## config.mk

```make
export PLATFORM = sky130hd
export DESIGN_NAME = alpha_blender_flat
export DESIGN_NICKNAME = d
export VERILOG_FILES = /design/src/rtl/gpu_pkg.sv /design/src/rtl/alpha_blender_if.sv /design/src/rtl/blend_lane.sv /design/src/rtl/alpha_blender.sv /design/src/flat_wrapper.sv
export SDC_FILE = /design/constraint.sdc
export NUM_CORES = 1
export LEC_CHECK = 0
export ABC_AREA = 1
export CAP_MARGIN = 20
export CORE_MARGIN = 1.5
export CORE_UTILIZATION = 60
export CTS_CLUSTER_SIZE = 20
export DETAILED_ROUTE_END_ITERATION = 16
export PLACE_DENSITY_LB_ADDON = 0.08
export SYNTH_ARGS = -nofsm -noshare
export SYNTH_HDL_FRONTEND = slang
export SYNTH_HIERARCHICAL = 1
export SYNTH_SLANG_ARGS = --single-unit
```

## constraint.sdc

```tcl
create_clock -name clk -period 13.41 [get_ports clk]
set_clock_uncertainty 0.1 [all_clocks]
set_input_delay 3.3525 -clock clk [delete_from_list [all_inputs] [get_ports clk]]
set_output_delay 3.3525 -clock clk [all_outputs]
set_load 0.005 [all_outputs]
```

## src/rtl/gpu_pkg.sv

```systemverilog
// rtl/gpu_pkg.sv - shared pixel types and blender state encoding
// Purpose: pixel layout, channel widths, blender FSM states and the alpha
// expansion helper shared by the blender and its lanes.
// Ports: none (package).
package gpu_pkg;

  localparam int RGBA_W  = 8;
  localparam int PIXEL_W = 32;

  // Same word layout as texture RAM and framebuffer: r in [31:24], a in [7:0].
  typedef struct packed {
    logic [RGBA_W-1:0] r;
    logic [RGBA_W-1:0] g;
    logic [RGBA_W-1:0] b;
    logic [RGBA_W-1:0] a;
  } rgba_t;

  typedef enum logic [2:0] {
    IDLE,
    READ,
    WAIT,
    BLEND,
    WRITE,
    SKIP
  } blend_state_t;

  // Maps 0..255 onto 0..256 so that a >> 8 blend is exact at both ends.
  function automatic logic [RGBA_W:0] alpha_prime(input logic [RGBA_W-1:0] a);
    return {1'b0, a} + {{RGBA_W{1'b0}}, a[RGBA_W-1]};
  endfunction

endpackage

```

## src/rtl/alpha_blender_if.sv

```systemverilog
// rtl/alpha_blender_if.sv - fragment request and framebuffer port bundles
// Purpose: groups the upstream fragment handshake and the framebuffer RAM
// port of the alpha blender.
// blend_req_if: blend_req, blend_addr, red/green/blue/alpha (to blender),
//               busy, blend_done (from blender). master = upstream.
// fb_if:        fb_read_en/addr, fb_write_en/addr/data (from blender),
//               fb_read_data (to blender). master = blender.
interface blend_req_if #(
  parameter int ADDR_WIDTH = 17
);
  import gpu_pkg::*;

  logic                  blend_req;
  logic [ADDR_WIDTH-1:0] blend_addr;
  logic [RGBA_W-1:0]     red;
  logic [RGBA_W-1:0]     green;
  logic [RGBA_W-1:0]     blue;
  logic [RGBA_W-1:0]     alpha;
  logic                  busy;
  logic                  blend_done;

  modport master (
    output blend_req, blend_addr, red, green, blue, alpha,
    input  busy, blend_done
  );

  modport slave (
    input  blend_req, blend_addr, red, green, blue, alpha,
    output busy, blend_done
  );
endinterface

interface fb_if #(
  parameter int ADDR_WIDTH = 17
);
  import gpu_pkg::*;

  logic                  fb_read_en;
  logic [ADDR_WIDTH-1:0] fb_read_addr;
  logic [PIXEL_W-1:0]    fb_read_data;
  logic                  fb_write_en;
  logic [ADDR_WIDTH-1:0] fb_write_addr;
  logic [PIXEL_W-1:0]    fb_write_data;

  modport master (
    output fb_read_en, fb_read_addr, fb_write_en, fb_write_addr, fb_write_data,
    input  fb_read_data
  );

  modport slave (
    input  fb_read_en, fb_read_addr, fb_write_en, fb_write_addr, fb_write_data,
    output fb_read_data
  );
endinterface

```

## src/rtl/blend_lane.sv

```systemverilog
// rtl/blend_lane.sv - combinational single-channel source-over blend
// Purpose: out = (src*a' + dst*(256-a')) >> 8 for one colour channel.
// Ports: src, dst (8-bit channel values), alpha_p (expanded alpha 0..256),
//        out (8-bit blended channel).
module blend_lane
  import gpu_pkg::*;
(
  input  logic [RGBA_W-1:0] src,
  input  logic [RGBA_W-1:0] dst,
  input  logic [RGBA_W:0]   alpha_p,
  output logic [RGBA_W-1:0] out
);

  logic [RGBA_W:0] inv_p;
  logic [15:0]     src_term;
  logic [15:0]     dst_term;
  logic [15:0]     acc;

  assign inv_p    = 9'd256 - alpha_p;
  assign src_term = {8'b0, src} * {7'b0, alpha_p};
  assign dst_term = {8'b0, dst} * {7'b0, inv_p};
  // The weights sum to 256, so the total never exceeds 255*256 and fits 16 bits.
  assign acc      = src_term + dst_term;
  assign out      = 8'(acc >> 8);

endmodule

```

## src/rtl/alpha_blender.sv

```systemverilog
// rtl/alpha_blender.sv - read-modify-write source-over framebuffer blender
// Purpose: accepts one texel per fragment, reads the destination pixel,
// blends source-over and writes it back. Transparent texels retire with no
// RAM access; opaque texels are written without a read. One fragment in flight.
// Ports: clk, reset (sync, active-high),
//        req (blend_req_if.slave): fragment request, busy, blend_done,
//        fb  (fb_if.master): framebuffer read/write port.
module alpha_blender
  import gpu_pkg::*;
#(
  parameter int ADDR_WIDTH   = 17,
  parameter int READ_LATENCY = 1
) (
  input  logic        clk,
  input  logic        reset,
  blend_req_if.slave  req,
  fb_if.master        fb
);

  localparam logic [1:0] WAIT_LAST = 2'(READ_LATENCY - 1);

  blend_state_t          state;
  blend_state_t          state_next;
  logic [ADDR_WIDTH-1:0] addr_q;
  rgba_t                 src_q;
  rgba_t                 dst_q;
  rgba_t                 result_q;
  logic [1:0]            wait_cnt;

  rgba_t                 src_in;
  rgba_t                 blend_px;
  logic                  wait_last;
  logic [RGBA_W:0]       alpha_p;
  logic [RGBA_W:0]       inv_p;
  logic [15:0]           dst_a_scaled;
  logic [RGBA_W:0]       a_sum;
  logic [RGBA_W-1:0]     blend_r;
  logic [RGBA_W-1:0]     blend_g;
  logic [RGBA_W-1:0]     blend_b;
  logic [RGBA_W-1:0]     blend_a;

  assign src_in    = {req.red, req.green, req.blue, req.alpha};
  assign wait_last = (wait_cnt == WAIT_LAST);

  // State register
  always_ff @(posedge clk) begin
    if (reset) begin
      state <= IDLE;
    end else begin
      state <= state_next;
    end
  end

  // Next-state logic
  always_comb begin
    state_next = state;
    case (state)
      IDLE: begin
        if (req.blend_req) begin
          if (src_in.a == 8'h00) begin
            state_next = SKIP;
          end else if (src_in.a == 8'hFF) begin
            state_next = WRITE;
          end else begin
            state_next = READ;
          end
        end
      end
      READ:    state_next = WAIT;
      WAIT:    if (wait_last) state_next = BLEND;
      BLEND:   state_next = WRITE;
      WRITE:   state_next = IDLE;
      SKIP:    state_next = IDLE;
      default: state_next = IDLE;
    endcase
  end

  // Outputs decoded from state
  always_comb begin
    req.busy       = (state != IDLE);
    req.blend_done = (state == WRITE) || (state == SKIP);
    fb.fb_read_en  = (state == READ);
    fb.fb_write_en = (state == WRITE);
  end

  assign fb.fb_read_addr  = addr_q;
  assign fb.fb_write_addr = addr_q;
  assign fb.fb_write_data = result_q;

  // Datapath registers
  always_ff @(posedge clk) begin
    if (reset) begin
      addr_q   <= '0;
      src_q    <= '0;
      dst_q    <= '0;
      result_q <= '0;
      wait_cnt <= '0;
    end else begin
      case (state)
        IDLE: begin
          if (req.blend_req) begin
            addr_q   <= req.blend_addr;
            src_q    <= src_in;
            wait_cnt <= '0;
            // Opaque texels bypass the read and BLEND, so the result is formed here.
            if (src_in.a == 8'hFF) begin
              result_q <= {src_in.r, src_in.g, src_in.b, 8'hFF};
            end
          end
        end
        WAIT: begin
          if (wait_last) begin
            dst_q <= fb.fb_read_data;
          end else begin
            wait_cnt <= wait_cnt + 2'd1;
          end
        end
        BLEND: result_q <= blend_px;
        default: ;
      endcase
    end
  end

  assign alpha_p = alpha_prime(src_q.a);
  assign inv_p   = 9'd256 - alpha_p;

  blend_lane u_lane_r (.src(src_q.r), .dst(dst_q.r), .alpha_p(alpha_p), .out(blend_r));
  blend_lane u_lane_g (.src(src_q.g), .dst(dst_q.g), .alpha_p(alpha_p), .out(blend_g));
  blend_lane u_lane_b (.src(src_q.b), .dst(dst_q.b), .alpha_p(alpha_p), .out(blend_b));

  // Coverage accumulates: src alpha plus the destination's remaining coverage.
  assign dst_a_scaled = {8'b0, dst_q.a} * {7'b0, inv_p};
  assign a_sum        = {1'b0, src_q.a} + 9'(dst_a_scaled >> 8);
  assign blend_a      = a_sum[RGBA_W] ? 8'hFF : a_sum[RGBA_W-1:0];

  assign blend_px = {blend_r, blend_g, blend_b, blend_a};

endmodule

```

## src/flat_wrapper.sv

```systemverilog
// flat-port wrapper written by rule: the top's interface ports become plain ports
module alpha_blender_flat import gpu_pkg::*;
#(
  parameter int ADDR_WIDTH   = 17,
  parameter int READ_LATENCY = 1
)
  (clk, reset, req_blend_req, req_blend_addr, req_red, req_green, req_blue, req_alpha, req_busy, req_blend_done, fb_fb_read_en, fb_fb_read_addr, fb_fb_write_en, fb_fb_write_addr, fb_fb_write_data, fb_fb_read_data);
  blend_req_if #(.ADDR_WIDTH(ADDR_WIDTH)) req_i ();
  fb_if #(.ADDR_WIDTH(ADDR_WIDTH)) fb_i ();
  input  logic clk;
  input  logic reset;
  input wire logic [$bits(req_i.blend_req)-1:0] req_blend_req;
  input wire logic [$bits(req_i.blend_addr)-1:0] req_blend_addr;
  input wire logic [$bits(req_i.red)-1:0] req_red;
  input wire logic [$bits(req_i.green)-1:0] req_green;
  input wire logic [$bits(req_i.blue)-1:0] req_blue;
  input wire logic [$bits(req_i.alpha)-1:0] req_alpha;
  output wire logic [$bits(req_i.busy)-1:0] req_busy;
  output wire logic [$bits(req_i.blend_done)-1:0] req_blend_done;
  output wire logic [$bits(fb_i.fb_read_en)-1:0] fb_fb_read_en;
  output wire logic [$bits(fb_i.fb_read_addr)-1:0] fb_fb_read_addr;
  output wire logic [$bits(fb_i.fb_write_en)-1:0] fb_fb_write_en;
  output wire logic [$bits(fb_i.fb_write_addr)-1:0] fb_fb_write_addr;
  output wire logic [$bits(fb_i.fb_write_data)-1:0] fb_fb_write_data;
  input wire logic [$bits(fb_i.fb_read_data)-1:0] fb_fb_read_data;
  assign req_i.blend_req = req_blend_req;
  assign req_i.blend_addr = req_blend_addr;
  assign req_i.red = req_red;
  assign req_i.green = req_green;
  assign req_i.blue = req_blue;
  assign req_i.alpha = req_alpha;
  assign req_busy = req_i.busy;
  assign req_blend_done = req_i.blend_done;
  assign fb_fb_read_en = fb_i.fb_read_en;
  assign fb_fb_read_addr = fb_i.fb_read_addr;
  assign fb_fb_write_en = fb_i.fb_write_en;
  assign fb_fb_write_addr = fb_i.fb_write_addr;
  assign fb_fb_write_data = fb_i.fb_write_data;
  assign fb_i.fb_read_data = fb_fb_read_data;
  alpha_blender #(.ADDR_WIDTH(ADDR_WIDTH), .READ_LATENCY(READ_LATENCY)) u_core (.clk(clk), .reset(reset), .req(req_i), .fb(fb_i));
endmodule
```

Yosys cells after proc, flatten, opt, wreduce, memory -nomap -nowiden --
Cells that the tools add are included.
Storage, ports and cells: ROM bits 0, memory bits (writable) 0, register bits after elaboration 118, memories kept 0, bits in latches 0, output and inout port bits 70
Cells by class: divide/modulo/power cells 0, reductions and logical operators 12, $mul 7, muxes and demuxes 12, add/subtract/negate cells 7, magnitude comparators 0, eq/ne operators 10, bitwise operators 0, shifts and indexed selects 0
Operators by type and width (number):
- $mul A8 B9 Y16 | 7
- $mux W32 | 2
- $pmux W32 S2 | 1
- $add A16 B16 Y16 | 3
- $mux W3 | 4
- $pmux W3 S4 | 1
- $add A8 B1 Y9 | 1
- $add A8 B8 Y9 | 1
- $sub A9 B9 Y9 const A | 1
- $eq A8 B8 Y1 const B | 1
- $logic_not A8 Y1 | 1
- $mux W8 | 1
- $eq A3 B2 Y1 const B | 2
- $eq A3 B3 Y1 const B | 2
- $reduce_and A2 Y1 | 3
- $reduce_and A3 Y1 | 2
- $mux W2 | 2
- $ne A2 B1 Y1 const B | 2
- $ne A2 B2 Y1 const B | 2
- $pmux W2 S2 | 1
- $reduce_bool A2 Y1 | 2
- $eq A3 B1 Y1 const B | 1
- $logic_not A3 Y1 | 1
- $reduce_bool A3 Y1 | 1
- other kinds (3) | 3

Depth between registers and ports, before layout --
Gate-level depths: netlist of run 1.
word-level depth 6, mapped depth 38, mapped depth without buffers 37

Modules after synthesis --
The synthesis of run 1 kept the hierarchy.
By module, submodules not included:
- alpha_blender | area an instance 7453.4 um2, cells each 1007, times used 1
- blend_lane (u_core.u_lane_r) | area an instance 5047.3 um2, cells each 690, times used 1
- blend_lane (u_core.u_lane_b) | area an instance 4992.3 um2, cells each 675, times used 1
- blend_lane (u_core.u_lane_g) | area an instance 4986.0 um2, cells each 674, times used 1

Worst setup path before layout of run 1 --
No wires, ideal clock.
path kind reg-to-reg, start point register u_core/src_q[7] in the netlist's numbering, end point register u_core.result_q, in the netlist u_core/fb.fb_write_data[14], period minus slack after synthesis 6588 ps, library setup time 74 ps, arrival time 6414 ps, cell stages (with the launch flop) 27, setup slack 6822 ps, buffers on the path 1, cells stage by stage dfxtp_1 > ha_1 > ha_1 > nand3_1 > nand2_1 > nand2_1 > inv_1 > clkbuf_1 > or2_1 > nand2_2 > nor2_1 > fa_1 > fa_1 > fa_1 > fa_1 > fa_1 > inv_1 > fa_1 > inv_1 > ha_1 > a21oi_1 > o21ai_0 > a211oi_1 > nand3_1 > nand2_1 > nand4_1 > a31oi_1
On the way: cells in the longest elaborated chain, start to end 5
RTL lines:
- start, declared | RTL line alpha_blender.sv:25 | rgba_t src_q;
- start signal, assigned | RTL line alpha_blender.sv:103 | src_q <= src_in;
- $add A8 B1 Y9 * | RTL line gpu_pkg.sv:29 | return {1'b0, a} + {{RGBA_W{1'b0}}, a[RGBA_W-1]};
- via u_core.alpha_p[6] | RTL line alpha_blender.sv:33 | logic [RGBA_W:0] alpha_p;
- $sub A9 B9 Y9 | RTL line blend_lane.sv:19 | assign inv_p = 9'd256 - alpha_p;
- $mul A8 B9 Y16 | RTL line blend_lane.sv:21 | assign dst_term = {8'b0, dst} * {7'b0, inv_p};
- $add A16 B16 Y16 * | RTL line blend_lane.sv:23 | assign acc = src_term + dst_term;
- via u_core.blend_b[6] | RTL line alpha_blender.sv:39 | logic [RGBA_W-1:0] blend_b;
- $pmux W32 S2 * | RTL line alpha_blender.sv:99 | case (state)
- end signal, assigned | RTL line alpha_blender.sv:107 | result_q <= {src_in.r, src_in.g, src_in.b, 8'hFF};
- end signal, assigned | RTL line alpha_blender.sv:118 | BLEND: result_q <= blend_px;
- end, declared | RTL line alpha_blender.sv:27 | rgba_t result_q;
Mark *: on every way through the listed nets, which the timed path passes. The rest lies on a longest branch. A chain may end at the register's enable or synchronous reset.

Worst setup path after layout of run 1 --
start point register u_core/src_q[7] in the netlist's numbering, end point register u_core.result_q, in the netlist u_core/fb.fb_write_data[31]
On the way: cells in the longest elaborated chain, start to end 5
RTL lines:
- $add A8 B1 Y9 * | RTL line gpu_pkg.sv:29
- via u_core.alpha_p[0] | RTL line alpha_blender.sv:33
- $sub A9 B9 Y9 | RTL line blend_lane.sv:19
- $mul A8 B9 Y16 | RTL line blend_lane.sv:21
- $add A16 B16 Y16 * | RTL line blend_lane.sv:23
- via u_core.blend_r[7] | RTL line alpha_blender.sv:37 | logic [RGBA_W-1:0] blend_r;
- $pmux W32 S2 * | RTL line alpha_blender.sv:99
Marks and branches as above.

==> results of run 1 <==
[worst paths after layout]
kind,start,slack (ps),end,depth (start not counted)
setup / recovery,u_core/src_q[7],5630,u_core/fb.fb_write_data[31],27
setup reg to reg,u_core/src_q[7],5630,u_core/fb.fb_write_data[31],27
hold reg to reg,u_core/wait_cnt[1],380,u_core/wait_cnt[1],2
hold / removal,u_core/wait_cnt[1],380,u_core/wait_cnt[1],2
[cell families after synthesis]
| group | share of synthesized area |
|---|---|
| adders and majority gates | 0.443 |
| and+or+nand+nor | 0.217 |
| AOI/OAI and AO/OA | 0.0620 |
| buffers and inverters | 0.157 |
| xor gates and xnor gates | 0.0160 |
| DFF | 0.105 |
[flip-flops by register name, indices dropped and copies added (netlist names)]
signal                   cells
u_core/dst_q                32
u_core/fb.fb_write_data     32
u_core/state                 3
u_core/fb.fb_read_addr      17
u_core/wait_cnt              2
u_core/src_q                32
[power by group]
group	total (mW)	leakage (nW)	internal, mW	switching [mW]
combinational	1.47	12.8	0.524	0.941
clock	0.494	0.294	0.285	0.208
sequential	0.456	0.965	0.386	0.0701
[synthesized netlist by cell type (8+ instances only)]
library cell  number
nand2_1          650
nand3_1          104
inv_1            754
dfxtp_1          118
a21oi_1           85
ha_1             221
xnor2_1            8
buf_2             25
nor2_1           301
clkbuf_1          62
nor2_4            11
inv_2             11
fa_1             359
a31oi_1           26
nor3_1            17
nand2_2           13
nand4_1           41
xor2_1            23
o21ai_0          112
buf_4             29
[area by class of cell]
cell class                      count  area [um^2]  share of cell area
Antenna cell                        2         5.00            0.000203
Clock buffer                       19          443              0.0179
Clock inverter                     13          160             0.00648
Inverter                          767         2880               0.117
Multi-Input combinational cell   2038        16600               0.672
Sequential cell                   118         2360              0.0956
Tap cell                          468          586              0.0237
Timing Repair Buffer              171         1670              0.0675
[worst register-to-register path, stage by stage (launching register included)]
cell	delay (ps)
dfxtp_1	340
ha_2	810
buf_4	560
inv_1	150
ha_1	240
nand2_1	180
xnor2_1	400
nor2_1	140
fa_1	540
inv_1	60
fa_1	530
inv_1	60
fa_1	450
fa_1	420
fa_1	530
inv_1	50
fa_1	480
inv_1	50
ha_1	340
a21oi_1	220
o21ai_0	170
nand2_1	90
nand3_1	80
a21oi_1	200
nand3_1	110
nand2_1	80
nand4_1	100
a31oi_1	220
[layer usage]
metal	vias up	global-route usage
met4	2	0.114
met3	100	0.0537
li1	9179	-
met2	693	0.552
met1	9452	0.439
met5	-	0
[per-stage QoR]
step | instances | total power, mW | utilization | hold slack (ps)
2_1_floorplan | 3046 | 1.48 | - | 340
3_3_place_gp | 3562 | 1.88 | 0.655 | 356
3_5_place_dp | 3562 | 1.90 | 0.655 | 363
4_1_cts | 3594 | 2.42 | 0.671 | 372
5_1_grt | 3595 | 2.63 | 0.671 | 408
6_report | 3596 | 2.41 | 0.672 | 379
==> results.py, run 1 <==
metrics = {
    "outcome": {
        "status": "finished, final reports clean",
    },
    "drt": {
        "wl_met2_um": 29000,
        "drt_iter0_markers": 1345,
        "via_count": 19426,
        "detail_route.wl_per_cell_um": 16.9,
        "wl_met3_um": 4190,
        "vias_per_cell": 5.40,
        "drc": 0,
        "first_pass_iters": 6,
        "highest_layer": "met5",
        "detail_route.wirelength_um": 60900,
        "wl_met1_um": 25800,
        "ant_nets": 0,
    },
    "synthesis": {
        "async_flop_share": 0,
        "synth.yosys.seq_area_share": 0.105,
        "syn_area_um2": 22500,
        "synthesis.nets": 3710,
        "synthCells": 3046,
        "synth_area_leaders": "fa_1 32%, inv_1 13%, ha_1 12%",
        "synth_ff_type": "dfxtp_1",
        "synth-edff-count": 0,
        "yosysTopAreaCell": "fa_1",
        "synth.distinct_cells": 47,
        "synth.ff_latch_count": 118,
        "synth_top_cell_area_share": 0.320,
        "synth_area_per_cell_um2": 7.38,
        "yosysWarningCount": 6,
    },
    "placement": {
        "dp_slack_ps": 5740,
        "hpwl_um": 47500,
        "numPortBuffers": 153,
        "place_area_um2": 24100,
        "gp_congestion": 0.955,
    },
    "cells_and_area": {
        "nets": 3777,
        "fill_cells": 3278,
        "syn2layout_area_growth_pct": 9.89,
        "final_area_um2": 24700,
        "final_common_cell": "inv_1",
        "drive_gt1_frac": 0.0374,
        "final_cell_mix": "753 x inv_1, 650 x nand2_1, 359 x fa_1",
    },
    "critical_path": {
        "critPathBufInv": 6,
        "critPathMostFrequentCell": "fa_1",
        "end_kind": "register",
        "slowest_delay_ps": 810,
        "cp_slowest_cell": "ha_2",
        "worstPathArrival_ps": 8050,
        "start_kind": "register",
        "crit_family": "adder cells",
        "criticalPathCategory": "reg -> reg",
        "cp.required_ps": 13680,
        "worstPathMaxFanout": 34,
    },
    "clock_network": {
        "insertion_delay_ps": 450,
        "post_cts_resized": 0,
        "clock_path_buffers": 2,
        "cts_hold_buf": 0,
        "cts_tree": "done",
        "clk_pin_slew_ps": 70,
        "cts_buffers": 17,
        "cts.sink_count": 118,
        "postCtsSetupRepairBufs": 0,
        "cts-root-buf": "clkbuf_16",
        "htreeDepth": 4,
    },
    "die": {
        "die_area_um2": 38600,
        "die_w_um": 197,
        "dieHeight_um": 197,
        "ioPinCount": 154,
        "rows": 70,
        "coreArea_um2": 36800,
        "start_util": 0.611,
    },
    "sta": {
        "final.min_clock_period_ps": 7780,
        "max_slew_margin": 0.244,
        "hold_violations": 0,
        "fin_ws_ps": 5630,
        "setup_viol": 0,
        "worstMarginPinSlew_ps": 1130,
        "fin_setup_tns_ps": 0,
        "drv_slew": 0,
        "period_share": 0.580,
        "fmaxAchievable_mhz": 129,
        "rsz0062_at_grt": "no",
    },
    "pwr": {
        "peakVddDrop_mv": 0.0973,
        "p_leak_nw": 14.0,
        "power.density_nw_per_um2": 97.7,
    },
    "global_routing": {
        "grt_use_total": 0.331,
        "gr-total-overflow": 0,
        "grt_max_degree": 74,
        "grt_pass1_vias": 20018,
        "grt_first_pass_wirelength_um": 101000,
        "antenna_found_initial": 2,
    },
    "job": {
        "cap_violations": 0,
    },
    "hold_path": {
        "worstHoldPathType": "reg -> reg",
    },
}
Power figures use the tool's default switching activity.
==> run 2: changes to the inputs <==
clock period = 7.45 ns   (was 13.41 ns; I/O delays follow)
==> results.py, run 2 (synthesis gave the netlist of run 1 again) <==
metrics = {
    "pwr": {
        "clkPwrFrac": 0.198,
        "seqPwrFrac": 0.184,
        "comb_power_share": 0.618,
        "peakVddDrop_mv": 0.175,
        "power.density_nw_per_um2": 178,
        "p_sw_frac": 0.504,
        "p_int_mw": 2.21,
        "p_leak_nw": 14.2,
        "p_switching_mw": 2.25,
    },
    "global_routing": {
        "grt_pass1_vias": 20214,
        "grt_use_total": 0.336,
        "gr-total-overflow": 0,
        "grt_max_degree": 57,
        "grt_first_pass_wirelength_um": 102000,
        "antenna_found_initial": 2,
    },
    "drt": {
        "drc": 0,
        "detail_route.wirelength_um": 61900,
        "first_pass_iters": 8,
        "drt_iter0_markers": 1319,
        "via_count": 19518,
        "detail_route.wl_per_cell_um": 17.1,
        "vias_per_cell": 5.38,
        "ant_nets": 0,
    },
    "critical_path": {
        "crit_family": "adder cells",
        "worstPathArrival_ps": 7370,
        "worstPathMaxFanout": 15,
        "end_kind": "register",
        "criticalPathCategory": "reg -> reg",
        "start_kind": "register",
        "cp.required_ps": 7720,
        "critPathBufInv": 7,
        "reg2reg_from": "u_core/src_q[7]",
        "cp_slowest_cell": "fa_1",
        "setup.worst_path.start": "u_core/src_q[7]",
        "slowest_delay_ps": 560,
        "critPathMostFrequentCell": "fa_1",
    },
    "sta": {
        "setup_viol": 0,
        "worstMarginPinSlew_ps": 1080,
        "drv_slew": 0,
        "max_slew_margin": 0.280,
        "hold_violations": 0,
        "period_share": 0.953,
        "fmaxAchievable_mhz": 141,
        "holdWs_ps": 374,
        "final.min_clock_period_ps": 7100,
    },
    "clock_network": {
        "cts_buffers": 17,
        "insertion_delay_ps": 450,
        "clock_path_buffers": 2,
        "cts.sink_count": 118,
        "cts_hold_buf": 0,
        "cts-root-buf": "clkbuf_16",
        "cts_tree": "done",
        "clk_pin_slew_ps": 60,
        "htreeDepth": 4,
    },
    "cells_and_area": {
        "nets": 3806,
        "drive_gt1_frac": 0.0532,
        "fill_cells": 3161,
        "syn2layout_area_growth_pct": 11.6,
        "final_common_cell": "inv_1",
        "instances_no_fill": 3625,
        "final_cell_mix": "750 x inv_1, 647 x nand2_1, 359 x fa_1",
    },
    "job": {
        "cap_violations": 0,
    },
    "placement": {
        "place_inst": 3587,
        "hpwl_um": 50100,
        "gp_congestion": 0.969,
        "numPortBuffers": 153,
    },
    "die": {
        "coreArea_um2": 36800,
        "die_w_um": 197,
        "die_area_um2": 38600,
        "dieHeight_um": 197,
        "rows": 70,
        "ioPinCount": 154,
        "start_util": 0.611,
    },
    "outcome": {
        "status": "finished, final reports clean",
    },
    "hold_path": {
        "worstHoldPathType": "reg -> reg",
        "hold_start": "u_core/wait_cnt[1]",
    },
}
==> run 2: cell types whose count changed in the layout (fill, tap and decap cells not counted), moves of 3 or more <==
cell,previous run,this run
buf_12,0,4
buf_4,18,40
buf_6,0,3
inv_1,753,750
nand2_1,650,647
nor2_1,300,295
nor2_2,5,9
o21ai_0,112,109
o21ai_1,2,5
==> run 2: final cells by class <==
| class | instances | area, um^2 | share of cell area |
|---|---|---|---|
| antenna | 2 | 5.00 | 0.000200 |
| clock buffer | 17 | 425 | 0.0170 |
| clock inverter | 15 | 186 | 0.00743 |
| inverter | 767 | 2890 | 0.115 |
| multi-input combinational | 2038 | 16700 | 0.665 |
| sequential | 118 | 2360 | 0.0942 |
| tap | 468 | 586 | 0.0233 |
| timing repair buffer | 200 | 1950 | 0.0776 |
==> run 2: power by group through the flow <==
stage	sequential, mW	combinational (mW)	clock, mW
3_5_place_dp	0.828	2.66	0
4_1_cts	0.816	2.71	0.894
6_report	0.820	2.75	0.884
2_1_floorplan	0.748	1.92	0
5_1_grt	0.829	3.10	0.917
3_3_place_gp	0.826	2.63	0
==> run 2: final timing paths <==
| check | to | slack (ps) | cells past startpoint |
|---|---|---|---|
| max | u_core/fb.fb_write_data[27] | 350 | 29 |
| min | u_core/wait_cnt[1] | 370 | 2 |
| max reg2reg | u_core/fb.fb_write_data[27] | 350 | 29 |
| min reg2reg | u_core/wait_cnt[1] | 370 | 2 |
==> run 2: through the flow <==
| step | utilization | setup TNS (ps) | worst slack (ps) | cell area [um^2] | total power, mW |
|---|---|---|---|---|---|
| 6_report | 0.682 | 0 | 350 | 25100 | 4.45 |
| 2_1_floorplan | - | 0 | 862 | 22500 | 2.67 |
| 5_1_grt | 0.682 | -166 | -37.6 | 25100 | 4.85 |
| 4_1_cts | 0.678 | 0 | 207 | 24900 | 4.42 |
| 3_3_place_gp | 0.661 | 0 | 279 | 24300 | 3.45 |
| 3_5_place_dp | 0.661 | 0 | 259 | 24300 | 3.49 |
==> run 2: layer usage <==
metal,global-route usage,up-vias,wire (um)
li1,-,9244,-
met1,0.443,9399,26200
met2,0.547,753,28800
met3,0.0736,122,4890
met4,0.119,0,1870
met5,0,-,0
==> run 2: timing repair <==
item                                    CTS  global route
gates resized for setup                   0            31
endpoints found under the setup margin    0            30
buffers inserted                          0             4
==> run 2: worst register-to-register path, delay by kind of cell (launching register included) <==
kind            cells  cell delay [ps]
xor+xnor            1              170
compound gates      3              630
buf+inv             7              700
fa+ha+maj           9             3870
simple gates        9             1170
flops               1              380
